File: config.mk
export PLATFORM = sky130hd
export DESIGN_NAME = rx_ltssm_substate_engine
export DESIGN_NICKNAME = d
export VERILOG_FILES = /design/src/rtl/rx_ltssm_pkg.sv /design/src/rtl/rx_ltssm_substate_engine_counter.sv /design/src/rtl/rx_ltssm_substate_engine.sv
export SDC_FILE = /design/constraint.sdc
export NUM_CORES = 1
export LEC_CHECK = 0
export ABC_AREA = 1
export BUFFER_PORTS_ARGS = -buffer_cell sky130_fd_sc_hd__buf_2
export CORE_ASPECT_RATIO = 0.8
export CORE_MARGIN = 5
export CORE_UTILIZATION = 55
export CTS_CLUSTER_DIAMETER = 200
export DETAILED_ROUTE_END_ITERATION = 12
export PLACE_DENSITY = 0.87
export SLEW_MARGIN = 15
export SYNTH_ARGS = -nofsm -noshare
export SYNTH_HDL_FRONTEND = slang
export SYNTH_SLANG_ARGS = --single-unit
export TNS_END_PERCENT = 1
File: constraint.sdc
create_clock -name clk -period 8.49 [get_ports clk]
set_input_delay 0.849 -clock clk [delete_from_list [all_inputs] [get_ports clk]]
set_output_delay 0.849 -clock clk [all_outputs]
set_load 0.02 [all_outputs]
File: src/rtl/rx_ltssm_pkg.sv
// Shared encodings and per-substate settings for the LTSSM RX substate engine.
package rx_ltssm_pkg;

    localparam logic [3:0] detectQuiet                  = 4'd0;
    localparam logic [3:0] detectActive                 = 4'd1;
    localparam logic [3:0] pollingActive                = 4'd2;
    localparam logic [3:0] pollingConfiguration         = 4'd3;
    localparam logic [3:0] configurationLinkWidthStart  = 4'd4;
    localparam logic [3:0] configurationLinkWidthAccept = 4'd5;
    localparam logic [3:0] configurationLanenumWait     = 4'd6;
    localparam logic [3:0] configurationLanenumAccept   = 4'd7;
    localparam logic [3:0] configurationComplete        = 4'd8;
    localparam logic [3:0] configurationIdle            = 4'd9;
    localparam logic [3:0] recoveryRcvrLock             = 4'd10;
    localparam logic [3:0] recoveryRcvrCfg              = 4'd11;
    localparam logic [3:0] recoveryIdle                 = 4'd12;
    localparam logic [3:0] l0                           = 4'd13;

    localparam logic [3:0] countMax = 4'd15;

    typedef enum logic {
        ruleAll = 1'b0,
        ruleAny = 1'b1
    } laneRule_t;

    typedef enum logic [1:0] {
        stIdle,
        stArm,
        stCount,
        stDone
    } engineState_t;

    function automatic logic [3:0] req_count(input logic [3:0] sub);
        case (sub)
            pollingActive, pollingConfiguration, configurationComplete,
            configurationIdle, recoveryRcvrLock, recoveryRcvrCfg:
                req_count = 4'd8;
            configurationLinkWidthStart, configurationLinkWidthAccept,
            configurationLanenumWait, configurationLanenumAccept, recoveryIdle:
                req_count = 4'd2;
            default:
                req_count = 4'd0;
        endcase
    endfunction

    function automatic logic [5:0] timeout_ms(input logic [3:0] sub);
        case (sub)
            detectQuiet, detectActive:                          timeout_ms = 6'd12;
            pollingConfiguration, recoveryRcvrCfg:              timeout_ms = 6'd48;
            pollingActive, configurationLinkWidthStart,
            configurationLinkWidthAccept, configurationLanenumAccept,
            recoveryRcvrLock:                                   timeout_ms = 6'd24;
            configurationLanenumWait, configurationComplete,
            configurationIdle, recoveryIdle:                    timeout_ms = 6'd2;
            default:                                            timeout_ms = 6'd1;
        endcase
    endfunction

    function automatic laneRule_t lane_rule(input logic [3:0] sub);
        lane_rule = (sub == configurationLinkWidthStart) ? ruleAny : ruleAll;
    endfunction

    function automatic logic [3:0] fail_target(input logic [3:0] sub);
        fail_target = (sub == recoveryRcvrLock) ? configurationLinkWidthStart : detectQuiet;
    endfunction

    function automatic logic [3:0] success_target(input logic [3:0] sub);
        if (sub == configurationIdle || sub == recoveryIdle) begin
            success_target = l0;
        end else if (sub <= recoveryIdle) begin
            success_target = sub + 4'd1;
        end else begin
            success_target = detectQuiet;
        end
    endfunction

endpackage

File: src/rtl/rx_ltssm_substate_engine_counter.sv
// Saturating consecutive-ordered-set counter for a single lane.
module rx_lane_os_counter
    import rx_ltssm_pkg::*;
(
    input  logic       clk,
    input  logic       reset,
    input  logic       clear,
    input  logic       enable,
    input  logic       match,
    input  logic       mismatch,
    input  logic [3:0] req,
    output logic       reached
);

    logic [3:0] count;

    // NOTE: sequential state is written with non-blocking assignments only, so every
    // flop samples the pre-edge values regardless of process ordering.
    always_ff @(posedge clk or posedge reset) begin
        if (reset) begin
            count <= '0;
        end else if (clear) begin
            count <= '0;
        end else if (enable) begin
            // A mismatch breaks the consecutive run even if a match arrives with it.
            if (mismatch) begin
                count <= '0;
            end else if (match && count != countMax) begin
                count <= count + 4'd1;
            end
        end
    end

    assign reached = (count >= req);

endmodule

File: src/rtl/rx_ltssm_substate_engine.sv
// RX substate engine: runs one LTSSM substate request, counting per-lane ordered
// sets against an ALL/ANY rule with a millisecond-scaled timeout.
module rx_ltssm_substate_engine
    import rx_ltssm_pkg::*;
#(
    parameter int MAXLANES      = 16,
    parameter int CYCLES_PER_MS = 1000,
    parameter int TIMER_W       = 32
) (
    input  logic                clk,
    input  logic                reset,
    input  logic                start,
    input  logic [3:0]          substate,
    input  logic [MAXLANES-1:0] activeLanes,
    input  logic [MAXLANES-1:0] laneMatch,
    input  logic [MAXLANES-1:0] laneMismatch,
    input  logic [MAXLANES-1:0] rxElectricalIdle,
    input  logic                forceDetect,
    output logic                busy,
    output logic                done,
    output logic                success,
    output logic [3:0]          exitTo,
    output logic [MAXLANES-1:0] osCheckerClear,
    output logic                disableDescrambler,
    output logic                timeoutFlag
);

    engineState_t state;
    engineState_t nextState;

    logic [3:0]          curSub;
    logic [MAXLANES-1:0] lanes;
    logic [TIMER_W-1:0]  timer;
    logic [TIMER_W-1:0]  timerLoad;
    logic                timerLast;
    logic [3:0]          reqNow;
    logic [MAXLANES-1:0] reached;
    logic                ruleMet;
    logic                countClear;
    logic                countEnable;

    logic       evalSuccess;
    logic       evalTimeout;
    logic [3:0] evalExit;

    logic                busyD;
    logic                doneD;
    logic                successD;
    logic [3:0]          exitD;
    logic                timeoutD;
    logic [MAXLANES-1:0] clearD;
    logic                descrD;
    logic [3:0]          nextSub;

    assign reqNow      = req_count(curSub);
    assign timerLoad   = TIMER_W'(timeout_ms(curSub)) * TIMER_W'(CYCLES_PER_MS);
    assign timerLast   = (timer == TIMER_W'(1));
    assign countClear  = (state == stArm);
    assign countEnable = (state == stCount);

    for (genvar i = 0; i < MAXLANES; i++) begin : gLane
        rx_lane_os_counter uCounter (
            .clk      (clk),
            .reset    (reset),
            .clear    (countClear),
            .enable   (countEnable && lanes[i]),
            .match    (laneMatch[i]),
            .mismatch (laneMismatch[i]),
            .req      (reqNow),
            .reached  (reached[i])
        );
    end

    // Inactive lanes count as satisfied for ALL and as absent for ANY.
    assign ruleMet = (lane_rule(curSub) == ruleAny) ? |(reached & lanes)
                                                    : &(reached | ~lanes);

    always_ff @(posedge clk or posedge reset) begin
        if (reset) begin
            state              <= stIdle;
            busy               <= 1'b0;
            done               <= 1'b0;
            success            <= 1'b0;
            exitTo             <= detectQuiet;
            timeoutFlag        <= 1'b0;
            osCheckerClear     <= '0;
            disableDescrambler <= 1'b0;
        end else begin
            state              <= nextState;
            busy               <= busyD;
            done               <= doneD;
            success            <= successD;
            exitTo             <= exitD;
            timeoutFlag        <= timeoutD;
            osCheckerClear     <= clearD;
            disableDescrambler <= descrD;
        end
    end

    always_ff @(posedge clk or posedge reset) begin
        if (reset) begin
            curSub <= detectQuiet;
            lanes  <= '0;
        end else if (forceDetect) begin
            curSub <= detectQuiet;
        end else if (state == stIdle && start) begin
            curSub <= substate;
            lanes  <= activeLanes;
        end
    end

    always_ff @(posedge clk or posedge reset) begin
        if (reset) begin
            timer <= '0;
        end else if (nextState != stCount) begin
            timer <= '0;
        end else if (state == stArm) begin
            timer <= timerLoad;
        end else begin
            timer <= timer - TIMER_W'(1);
        end
    end

    // NOTE: every signal driven here gets a default first, so no path can leave one
    // unassigned and infer a latch.
    always_comb begin
        nextState   = state;
        evalSuccess = 1'b0;
        evalTimeout = 1'b0;
        evalExit    = detectQuiet;
        unique case (state)
            stIdle: begin
                if (start) nextState = stArm;
            end
            stArm: begin
                nextState = stCount;
            end
            stCount: begin
                if (curSub > recoveryIdle) begin
                    nextState = stDone;
                end else if (curSub == detectQuiet) begin
                    if (|(lanes & ~rxElectricalIdle)) begin
                        nextState   = stDone;
                        evalSuccess = 1'b1;
                        evalExit    = detectActive;
                    end else if (timerLast) begin
                        nextState   = stDone;
                        evalSuccess = 1'b1;
                        evalExit    = detectActive;
                        evalTimeout = 1'b1;
                    end
                end else if (reqNow == 4'd0) begin
                    nextState   = stDone;
                    evalSuccess = 1'b1;
                    evalExit    = success_target(curSub);
                end else if (lanes == '0) begin
                    nextState = stDone;
                    evalExit  = fail_target(curSub);
                end else if (ruleMet) begin
                    nextState   = stDone;
                    evalSuccess = 1'b1;
                    evalExit    = success_target(curSub);
                end else if (timerLast) begin
                    nextState   = stDone;
                    evalExit    = fail_target(curSub);
                    evalTimeout = 1'b1;
                end
            end
            stDone: begin
                nextState = stIdle;
            end
            default: begin
                nextState = stIdle;
            end
        endcase
        if (forceDetect) nextState = stArm;
    end

    always_comb begin
        nextSub = curSub;
        if (forceDetect) begin
            nextSub = detectQuiet;
        end else if (state == stIdle && start) begin
            nextSub = substate;
        end

        busyD  = (nextState != stIdle);
        doneD  = (nextState == stDone);
        descrD = busyD && (nextSub <= pollingConfiguration);

        clearD = '0;
        if (nextState == stArm) begin
            clearD = (state == stIdle && start && !forceDetect) ? activeLanes : lanes;
        end

        successD = success;
        exitD    = exitTo;
        timeoutD = timeoutFlag;
        if (nextState == stArm) begin
            successD = 1'b0;
            exitD    = detectQuiet;
            timeoutD = 1'b0;
        end else if (nextState == stDone) begin
            successD = evalSuccess;
            exitD    = evalExit;
            timeoutD = evalTimeout;
        end
    end

endmodule

==> impl_metrics.env <==
export IMPL_drv_cap=0
export IMPL_min_period_ns=5.230
export IMPL_antenna_found_initial=0
export IMPL_grt_pass1_vias=8861
export IMPL_wirelength_mm=25.16
export IMPL_finalSetupViolCount=0
export IMPL_seq_area_frac_synth_pct=37.00
export IMPL_skew_ns=0.01306
export IMPL_grt_max_degree=76
export IMPL_pwr_share_clk_pct=31.5
export IMPL_num_antenna_cells=0
export IMPL_drive_gt1_share_pct=13.10
export IMPL_peakVddDrop_mv=0.1188
export IMPL_nets=1542
export IMPL_finalCritPeriodShare_pct=61.60
export IMPL_cts_max_path_buffers=2
export IMPL_p_int_w=0.001499
export IMPL_h_tree_depth=4
export IMPL_finalSetupTns_ns=0
export IMPL_fin_total_pwr_w=0.002380
export IMPL_dpl_hpwl_mm=17.99
export IMPL_port_buffers=96
export IMPL_synth_top_area_share_pct=37.00
export IMPL_syn_nets=1444
export IMPL_num_rows=43
export IMPL_cp_required_ns=8.78
export IMPL_clock_latency_ns=0.43
export IMPL_crit_path_end_kind="flip-flop"
export IMPL_io_pins=97
export IMPL_worstPathMaxFanout=6
export IMPL_hold_slack_ns=0.5443
export IMPL_worst_pin_slew_ns=0.9487
export IMPL_pwr_share_seq_pct=34.6
export IMPL_dpl_worst_slack_ns=3.328
export IMPL_netlist_instances=1294
export IMPL_ctsHoldBuffers=0
export IMPL_power_leakage_nw=5.731
export IMPL_yosys_top_cells_count="260 x nand2_1, 246 x inv_1, 143 x dfrtp_1"
export IMPL_tritoncts="built"
export IMPL_synth_distinct_cells=39
export IMPL_rsz0062_at_grt="false"
export IMPL_start_kind="flip-flop"
export IMPL_sw_frac_of_total_pct=37.03
export IMPL_outcome="finished clean"
export IMPL_drc=0
export IMPL_power_switching_w=0.0008813
export IMPL_numCtsBuffers=17
export IMPL_criticalPathCategory="reg2reg"
export IMPL_layoutNonFillerInstCount=1630
export IMPL_synth_area_leaders="dfrtp_1 37%, nand2_1 10%, inv_1 9.5%, ha_1 8.4%, nor2_1 5.1%"
export IMPL_root_buffer="clkbuf_16"
export IMPL_cts_sinks=143
export IMPL_num_vias=9072
export IMPL_synth_area_sq_mm=0.009672
export IMPL_die_area_sq_mm=0.02035
export IMPL_p_per_area_mw_per_mm2=216.8
export IMPL_cts_resized=0
export IMPL_grt_pass1_wl_mm=42.10
export IMPL_synth_flop_cell="dfrtp_1"
export IMPL_path_clk_slew_ns=0.06
export IMPL_relSlewSlack_pct=36.60
export IMPL_crit_arrival_ns=5.52
export IMPL_viasPerCell=5.566
export IMPL_grt_usage_pct=25.75
export IMPL_core_sq_mm=0.01732
export IMPL_wl_per_cell_um=15.43
export IMPL_ant_nets=0
export IMPL_cts_setup_buffers=0
export IMPL_fmax_ghz=0.1912
export IMPL_synth_edf_count=0
export IMPL_syn_to_final_growth_pct=13.49
export IMPL_yosysWarnings=0
export IMPL_synth_seq_cells=143
export IMPL_die_h_um=128.6
export IMPL_hold_violations=0
export IMPL_async_flop_share_pct=100.0
export IMPL_dp_cells=1598
export IMPL_comb_power_share_pct=33.9
export IMPL_initial_core_util_pct=55.83
export IMPL_slew_viol_final=0
export IMPL_drt_iter0_drc=927
export IMPL_hold_path_class="reg2reg"
export IMPL_avgSynthCellArea_sq_um=7.474
export IMPL_yosysMostFrequentCell="nand2_1"
export IMPL_overflow=0
export IMPL_die_x_um=158.3
export IMPL_routabilityCongestion=0.9812
export IMPL_fin_ws_ns=3.260
export IMPL_drt_first_pass_iters=7
export IMPL_synth_area_leader_cell="dfrtp_1"
[metal layers]
layer  vias to the layer above  wire length, um  global-route usage, %
li1                       4344                -                      -
met1                      4265            10710                  35.77
met2                       396            11320                  39.60
met3                        67             2375                  5.481
met5                         -                0                      0
met4                         0              752                  10.28
[state kept, by name, summed over array words and instances, names as in the netlist]
register and flops:
gLane.uCounter.count 64, timer 32, lanes 16, osCheckerClear 16
curSub 4, exitTo 4, state 2, busy 1
disableDescrambler 1, done 1, success 1, timeoutFlag 1
[cells by family (layout without fill, tap and decap cells)]
family / count (synthesis) / after routing / synth area share [%]
mux: 2 / 2 / 0.2070
buf+inv: 270 / 381 / 10.84
flops: 143 / 143 / 37.00
other cells: 1 / 1 / 0.03877
simple gates: 553 / 553 / 24.66
xor+xnor: 37 / 37 / 3.351
fa+ha+maj: 78 / 78 / 11.10
compound gates: 210 / 210 / 12.81
[power groups by stage]
stage,clock network [W],logic [W],registers [W]
floorplan,0,0.000575,0.000839
global placement,0,0.000751,0.000827
detailed placement,0,0.000778,0.000832
CTS,0.000758,0.000798,0.000820
global route,0.000789,0.000911,0.000831
finish,0.000751,0.000807,0.000822
[critical path, cell delays in order (launching register included)]
cell and delay (ns):
dfrtp_1 0.45, inv_1 0.15, ha_1 0.24, o21ai_0 0.59
inv_1 0.25, fa_1 0.61, inv_1 0.13, fa_1 0.52
fa_1 0.54, inv_1 0.05, ha_1 0.35, a21oi_1 0.16
nand2_1 0.08, nand2_1 0.09, nand2_1 0.05, a21oi_1 0.18
inv_1 0.07, a21oi_1 0.13, o21bai_1 0.09, a21oi_1 0.12
o21ai_0 0.10, nand2_1 0.09, nor2_2 0.04
[per-stage QoR]
step	utilization [%]	cell area, sq um
final	63.36	10980
after global routing	63.36	10980
after CTS	63.32	10970
after detailed placement	59.92	10380
after global placement	59.92	10380
after floorplan	-	9672
[area by class of cell]
cell class                      count  area, sq um
Fill cell                        1417         6347
Multi-Input combinational cell    881         5069
Timing Repair Buffer              102        525.5
Clock inverter                      8        106.4
Sequential cell                   143         3578
Tap cell                          225        281.5
Clock buffer                       24        481.7
Inverter                          247        934.6
[cells in the final DEF, fill, tap and decap left out, types with 4 or more instances in the layout]
cell and count:
clkbuf_1 4, nand4_1 11, dfrtp_1 143, xnor2_1 9, nor2_2 32, a21oi_1 57
or2_2 12, buf_2 96, nor3_1 13, nand2_1 260, a31oi_1 5, buf_4 6
fa_1 13, nor2_1 129, nand3_1 80, a211oi_1 28, o31ai_1 11, o21ai_0 62
clkbuf_16 17, nor4_1 5, xor2_1 28, inv_1 245, a22oi_1 13, ha_1 65
o22ai_1 25
[worst paths after layout]
kind | slack (ns) | to | startpoint | cells past startpoint
max | 3.26 | timer[15] | curSub[0] | 22
min | 0.54 | gLane[15].uCounter.count[0] | gLane[15].uCounter.count[0] | 1
max reg2reg | 3.26 | timer[15] | curSub[0] | 22
min reg2reg | 0.54 | gLane[15].uCounter.count[0] | gLane[15].uCounter.count[0] | 1
max in group asynchronous | 6.56 | gLane[13].uCounter.count[3] | reset | 3
min in group asynchronous | 0.55 | osCheckerClear[0] | reset | 2
No activity file was read; power rests on OpenSTA's default activity.
